==> config.mk <==
export PLATFORM = sky130hd
export DESIGN_NAME = pc_fetch_unit
export DESIGN_NICKNAME = d
export VERILOG_FILES = /design/src/rtl/pc_fetch_unit.sv
export SDC_FILE = /design/constraint.sdc
export NUM_CORES = 1
export LEC_CHECK = 0
export ABC_AREA = 1
export ABC_CLOCK_PERIOD_IN_PS = 1800
export BUFFER_PORTS_ARGS = -buffer_cell sky130_fd_sc_hd__buf_4
export CAP_MARGIN = 30
export CORE_AREA = 2 2 85 148
export CTS_CLUSTER_SIZE = 24
export DETAILED_ROUTE_END_ITERATION = 8
export DIE_AREA = 0 0 87 150
export GPL_TIMING_DRIVEN = 0
export HOLD_SLACK_MARGIN = 0.12
export PLACE_DENSITY = 0.63
export RECOVER_POWER = 25
export SLEW_MARGIN = 10
export SYNTH_ARGS = -nofsm -noshare
export SYNTH_HDL_FRONTEND = slang
export SYNTH_SLANG_ARGS = --single-unit
==> constraint.sdc <==
create_clock -name clock -period 1.8 [get_ports clock]
set_clock_uncertainty 0.15 [all_clocks]
set_input_delay 0.09 -clock clock [delete_from_list [all_inputs] [get_ports clock]]
set_output_delay 0.09 -clock clock [all_outputs]
set_load 0.02 [all_outputs]
==> src/rtl/pc_fetch_unit.sv <==
// pc_fetch_unit
//   Program-counter unit. It holds the PC, selects the next PC and drives
//   instruction fetch through a req/ack handshake.
//   Next-PC sources, highest priority first:
//     jump, branch, captured (pending) redirect, sequential increment.
//   A redirect that arrives while the PC cannot move goes into a one-entry
//   pending register. The next PC update consumes it.
//
// Parameters
//   WIDTH         PC / address width in bits
//   RESET_VECTOR  PC value loaded on reset
//   INC           sequential increment in bytes (power of two, >= 1)
//   TRAP_VECTOR   redirect address for misaligned targets
//                 (present only when PC_MISALIGN_TRAP_EN is defined)
//
// Build option
//   PC_MISALIGN_TRAP_EN  defined:   a misaligned redirect target loads TRAP_VECTOR
//                                   and pulses misalign for one cycle
//                        undefined: the low log2(INC) target bits are forced to 0
//                                   and misalign is tied low
//
// Ports
//   clock          in   rising-edge clock
//   Reset_n        in   asynchronous active-low reset
//   stall          in   pipeline stall; the PC does not advance while high
//   branch_taken   in   branch redirect request
//   branch_target  in   branch target address
//   jump           in   jump redirect request (beats branch_taken)
//   jump_target    in   jump target address
//   fetch_ack      in   instruction memory accepted fetch_addr
//   fetch_req      out  fetch request
//   fetch_addr     out  fetch address (== PC_out)
//   PC_out         out  current PC
//   PC_plus        out  PC_out + INC, modulo 2^WIDTH
//   misalign       out  one-cycle pulse after a trapped misaligned redirect
module pc_fetch_unit #(
  parameter int                 WIDTH        = 32,
  parameter logic [WIDTH-1:0]   RESET_VECTOR = '0,
  parameter int                 INC          = 4
`ifdef PC_MISALIGN_TRAP_EN
  , parameter logic [WIDTH-1:0] TRAP_VECTOR  = WIDTH'(32'h0000_0080)
`endif
) (
  input  logic             clock,
  input  logic             Reset_n,
  input  logic             stall,
  input  logic             branch_taken,
  input  logic [WIDTH-1:0] branch_target,
  input  logic             jump,
  input  logic [WIDTH-1:0] jump_target,
  input  logic             fetch_ack,
  output logic             fetch_req,
  output logic [WIDTH-1:0] fetch_addr,
  output logic [WIDTH-1:0] PC_out,
  output logic [WIDTH-1:0] PC_plus,
  output logic             misalign
);

  typedef enum logic [1:0] {BOOT, FETCH, HOLD} state_t;

  // With INC == 1 the mask is zero, so no alignment check takes place.
  localparam logic [WIDTH-1:0] ALIGN_MASK = WIDTH'(INC - 1);
  localparam logic [WIDTH-1:0] INC_W      = WIDTH'(INC);

  state_t           state, state_next;
  logic [WIDTH-1:0] pc_q, pc_next;
  logic             pend_valid;
  logic [WIDTH-1:0] pend_target;
  logic             pc_update;
  logic             redirect;
  logic [WIDTH-1:0] redirect_target;
  logic             target_is_redirect;
  logic [WIDTH-1:0] sel_target;

  assign PC_out     = pc_q;
  assign fetch_addr = pc_q;
  assign PC_plus    = pc_q + INC_W;
  assign fetch_req  = (state == FETCH);

  assign redirect        = jump | branch_taken;
  assign redirect_target = jump ? jump_target : branch_target;

  // Handshake FSM. pc_update marks every cycle in which the PC takes NEXT.
  always_comb begin
    // NOTE: every signal written here gets a default first, so no path leaves
    // it unassigned and no latch is inferred.
    state_next = state;
    pc_update  = 1'b0;
    unique case (state)
      BOOT:  state_next = FETCH;
      FETCH: begin
        if (fetch_ack) begin
          // The ack is honoured even under stall; only the PC is held.
          if (stall) state_next = HOLD;
          else       pc_update  = 1'b1;
        end
      end
      HOLD: begin
        if (!stall) begin
          pc_update  = 1'b1;
          state_next = FETCH;
        end
      end
      default: state_next = BOOT;
    endcase
  end

  // Next-PC source selection. A live redirect beats the pending one.
  always_comb begin
    target_is_redirect = 1'b1;
    if (redirect)        sel_target = redirect_target;
    else if (pend_valid) sel_target = pend_target;
    else begin
      target_is_redirect = 1'b0;
      sel_target         = PC_plus;
    end
  end

`ifdef PC_MISALIGN_TRAP_EN
  logic target_misaligned;
  logic misalign_q;

  assign target_misaligned = target_is_redirect && ((sel_target & ALIGN_MASK) != '0);
  assign pc_next           = target_misaligned ? TRAP_VECTOR : sel_target;
  assign misalign          = misalign_q;

  // The pulse lines up with the cycle that shows TRAP_VECTOR on PC_out.
  always_ff @(posedge clock or negedge Reset_n) begin
    if (!Reset_n) misalign_q <= 1'b0;
    else          misalign_q <= pc_update && target_misaligned;
  end
`else
  assign pc_next  = target_is_redirect ? (sel_target & ~ALIGN_MASK) : sel_target;
  assign misalign = 1'b0;
`endif

  always_ff @(posedge clock or negedge Reset_n) begin
    // NOTE: sequential state uses non-blocking assignments. Every register
    // then samples the pre-edge values, whatever order the statements run in.
    if (!Reset_n) begin
      state <= BOOT;
      pc_q  <= RESET_VECTOR;
    end else begin
      state <= state_next;
      if (pc_update) pc_q <= pc_next;
    end
  end

  // Pending redirect. It is captured only in cycles where the PC holds. The
  // latest request overwrites it, and any PC update clears it.
  always_ff @(posedge clock or negedge Reset_n) begin
    // NOTE: the target register is reset along with its valid bit. A valid
    // bit alone would suffice, but this keeps the contents deterministic.
    if (!Reset_n) begin
      pend_valid  <= 1'b0;
      pend_target <= '0;
    end else if (pc_update) begin
      pend_valid  <= 1'b0;
    end else if (redirect) begin
      pend_valid  <= 1'b1;
      pend_target <= redirect_target;
    end
  end

endmodule

# --- After elaboration in Yosys (flattened, before gate mapping) ---
# Index checks and enable logic that the tools add are counted.
word_totals:
  regBits: 67
  in_bits: 70
  wordCells: 31
classes:
  add_sub_neg: 1
  eq_ne: 5
  n_mux: 15
  bitwise_logic: 2
  n_reduce_logical: 4
op_table:
  columns: ["operator", "count"]
  rows:
  - ["32-bit two-way mux", 3]
  - ["32-bit by 3-bit adder with 32-bit output, second input constant", 1]
  - ["2-bit two-way mux", 4]
  - ["1-bit two-way mux", 6]
  - ["2-bit inequality test, second input constant", 3]
  - ["2-bit case mux with 3 select lines", 1]
  - ["3-bit AND reduction", 1]
  - ["2-bit by 1-bit equality test with 1-bit output, second input constant", 1]
  - ["2-bit equality test, second input constant", 1]
  - ["2-bit logical NOT", 1]
  - ["1-bit case mux with 2 select lines", 1]
  - ["2-bit AND reduction", 1]
  - ["2-bit nonzero test", 1]
  - ["1-bit inverter", 1]
  - ["1-bit OR", 1]

# --- Logic depth before layout (Yosys ltp) ---
depth:
  depth_word: 5
  depth_mapped: 10

# --- Worst setup path after synthesis ---
# OpenSTA, ideal clock, no wires.
synth_path:
  kind: "register -> register"
  start: "register pc_q[3], in the netlist PC_out[3]"
  end: "register pc_q[12], in the netlist PC_out[12]"
  setup_time_ns: 0.077
  arrival_time_ns: 1.746
  setup_slack_ns: -0.173
  path_stages_with_launch: 8
  synth_period_minus_slack_ns: 1.973
  path_cell_list: "dfrtp_1 ha_1 nand3_1 nor2_2 nand2_1 xnor2_1 o21ai_1 a21oi_1"
synth_via:
  elab_chain_cells: 3
synth_lines:
  columns: ["element", "line", "rtl"]
  rows:
  - ["start: declaration", "66", "logic [WIDTH-1:0] pc_q, pc_next;"]
  - ["start signal: assignment", "145", "if (pc_update) pc_q <= pc_next;"]
  - ["32-bit by 3-bit adder with 32-bit output", "77", "assign PC_plus = pc_q + INC_W;"]
  - ["net PC_plus[12]", "55", "output logic [WIDTH-1:0] PC_plus,"]
  - ["32-bit two-way mux", "112", "else if (pend_valid) sel_target = pend_target;"]
  - ["32-bit two-way mux", "111", "if (redirect) sel_target = redirect_target;"]
# The timed path passes the listed nets, and every way through them passes these cells.
# A chain may end at the register's enable or synchronous reset.

# --- Worst setup path after layout ---
layout_path:
  start: "register pc_q[3], in the netlist PC_out[3]"
  end: "output PC_plus[9]"
layout_via:
  elab_chain_cells: 1
layout_lines:
  columns: ["element", "line"]
  rows:
  - ["32-bit by 3-bit adder with 32-bit output", "77"]
  - ["end: declaration", "55"]
# Every way passes these cells.

==> impl_metrics.ini <==
[routing]
wl_per_cell_um = 17.1
antenna_left = 0
totalWireLength_um = 19400
first_pass_iters = 5
drt_iter0_markers = 327
viasPerCell = 5.14
remaining_drc_errors = 0
vias = 5841

[place]
place_hpwl_um = 12800
portBuffers = 161
dp.cells = 1003
preCtsSetupSlack_ps = -340
place_congestion = 0.925
placed_cell_area_um2 = 6100

[synth]
netlist_area_um2 = 4670
synth_common_cells = 236 x nand2_1, 72 x a21oi_1, 72 x inv_1
synth_flop_cell = dfrtp_1
avgSynthCellArea_um2 = 6.63
synthArstFlopShare_pct = 100
seq_area_frac_synth_pct = 34.8
synth_cells = 705
synth_largest_area_cell = dfrtp_1
yosysWarningCount = 0
synthesis.nets = 779
yosys.cell_count.top_type = nand2_1
synth_top_area_share_pct = 34.8
ys_types = 31
synthTopCellsByArea = dfrtp_1 35%, nand2_1 19%, a21oi_1 7.7%
synth_edf_count = 0
ys_ff_latch = 65

[cts]
clock_sinks = 65
clockBufferDepth = 2
path_clk_slew_ps = 60
h-tree-depth = 3
root_buffer = clkbuf_16
cts_tree = yes
clk_latency_ps = 340
cts-buffers-inserted = 9

[worst_hold_path]
hp-start = jump_target[18]
hold_path.class = in -> reg

[finish]
layout-drive-gt1-share_pct = 47.7
stdcell_count = 1136
n_fill_cell = 932
stdcell_area_um2 = 8480
nNetsFinal = 1068
diodes = 0
areaGrowthSynthToFinish_pct = 81.6

[setup_path]
critPathKind = reg -> out
worstPathArrival_ps = 1810
worstPathMaxFanout = 5
cp-startpoint = PC_out[3]$_DFFE_PN0P_
rr_startpoint = PC_out[2]$_DFFE_PN0P_
critPathCaptureType = output pin
r2r_slack_ps = -160
worst_setup_path_start_kind = register
crit_required_ps = 1560

[floorplan]
io_pins = 168
start_util_pct = 39.3
die_w_um = 87
row_count = 53
dieHeight_um = 150
dieArea_um2 = 13100
fp.coreArea_um2 = 11900

[sta]
finalMaxSlewViolations = 0
worst_slack_ps = -249
setup_viol = 68
fmax_mhz = 488
hold_viol_final = 0
rsz0062_at_grt = yes
worst_slew_pin_slew_ps = 816
post-route-min-period_ps = 2050
min_period_over_period_pct = 114
slew_headroom_pct = 45.6

[run_status]
failed_checks = negative setup slack
status = finished with violations

[global_routing]
grt_usage_pct = 27.4
grt_max_degree = 66
grt_pass1_vias = 5628
grt_pass1_wl_um = 27600
antenna_found_initial = 0
grt.overflow.total = 0

[run]
maxCapViolations = 0

[power]
p_per_area_nw_per_um2 = 1680
power_w = 0.0142
vdd_ir_drop_max_v = 0.000901
leakage_nw = 4.17
[final cells by class]
cell class              instances  area [um^2]  share of cell area, %
plain buffers                  65          510                   6.02
clock buffers                  14          274                   3.23
clock inverters                 2         60.1                  0.708
inverters                      76          295                   3.48
multi-input cells             498         3050                   36.0
flip-flops and latches         65         1650                   19.5
well taps                     137          171                   2.02
repair buffers                279         2460                   29.1
[worst max-delay path, cell delays in order (launching register included)]
cell and delay, ps:
dfrtp_2 400, buf_6 130, nand2_4 60, nor2_8 200, nand2_8 120, buf_4 150
buf_6 120, xor2_4 150, buf_6 140
[cells by family (layout without fill, tap and decap cells)]
kind of cell	Yosys count	after routing	share of synthesized area [%]
xor gates and xnor gates	8	8	1.50
buffers and inverters	142	436	14.3
and+or+nand+nor	341	341	31.8
DFF	65	65	34.8
adders and majority gates	4	4	1.07
AOI/OAI and AO/OA	144	144	16.4
other	1	1	0.0803
[path summary, 6_finish.rpt]
| check | end | cells past startpoint |
|---|---|---|
| hold reg to reg | pend_target[31]$_DFFE_PN0P_ | 2 |
| max in group asynchronous | PC_out[19]$_DFFE_PN0P_ | 4 |
| hold / removal | PC_out[18]$_DFFE_PN0P_ | 5 |
| min in group asynchronous | state[1]$_DFFE_PN0P_ | 3 |
| setup reg to reg | PC_out[18]$_DFFE_PN0P_ | 10 |
| setup / recovery | PC_plus[9] | 8 |
[flip-flops by register name, indices dropped and copies added, names as in the netlist]
name	count
state	2
pend_target	30
PC_out	32
pend_valid	1
[cells in the final DEF, fill, tap and decap left out, drive strengths merged, types with 2 or more instances in the layout]
cell           n
ha             4
inv           74
buf          258
dlygate4sd3   64
clkbuf        36
xor2           6
xnor2          2
a21oi         76
bufinv         2
nor2          62
nand3         32
a22oi         11
dfrtp         65
o21ai         55
nand2        242
nand3b         3
[timing repair]
action | CTS | global route
pin swaps | 20 | 28
gates cloned | 2 | 2
hold endpoints to repair | 124 | 2
hold buffers | 63 | 1
endpoints found under the setup margin | 88 | 86
buffers inserted | 21 | 28
resized for setup | 139 | 195
[power breakdown]
part / total [W] / internal [W] / switching [W] / leakage [nW]
Sequential: 0.00279 / 0.00206 / 0.000738 / 0.743
Combinational: 0.00943 / 0.00423 / 0.00520 / 3.27
Clock: 0.00199 / 0.00133 / 0.000658 / 0.163
Total: 0.0142 / 0.00762 / 0.00660 / 4.17
[per-layer routing]
| layer | global-route usage (%) | wire length [um] | share of wire [%] |
|---|---|---|---|
| met3 | 3.64 | 862 | 4.4 |
| met2 | 50.9 | 10900 | 56 |
| met5 | 0 | 0 | 0 |
| met1 | 29.3 | 7020 | 36 |
| met4 | 13.8 | 691 | 3.6 |
[stage by stage]
stage,setup TNS [ps],hold WS (ps),util [%]
after detailed placement,-14870,112,51.4
after floorplan,0,-356,-
after CTS,-4150,124,64.1
after global routing,-11410,150,71.5
after global placement,-9250,99.3,51.4
final,-6590,134,71.5
(Power assumes the default switching activity.)
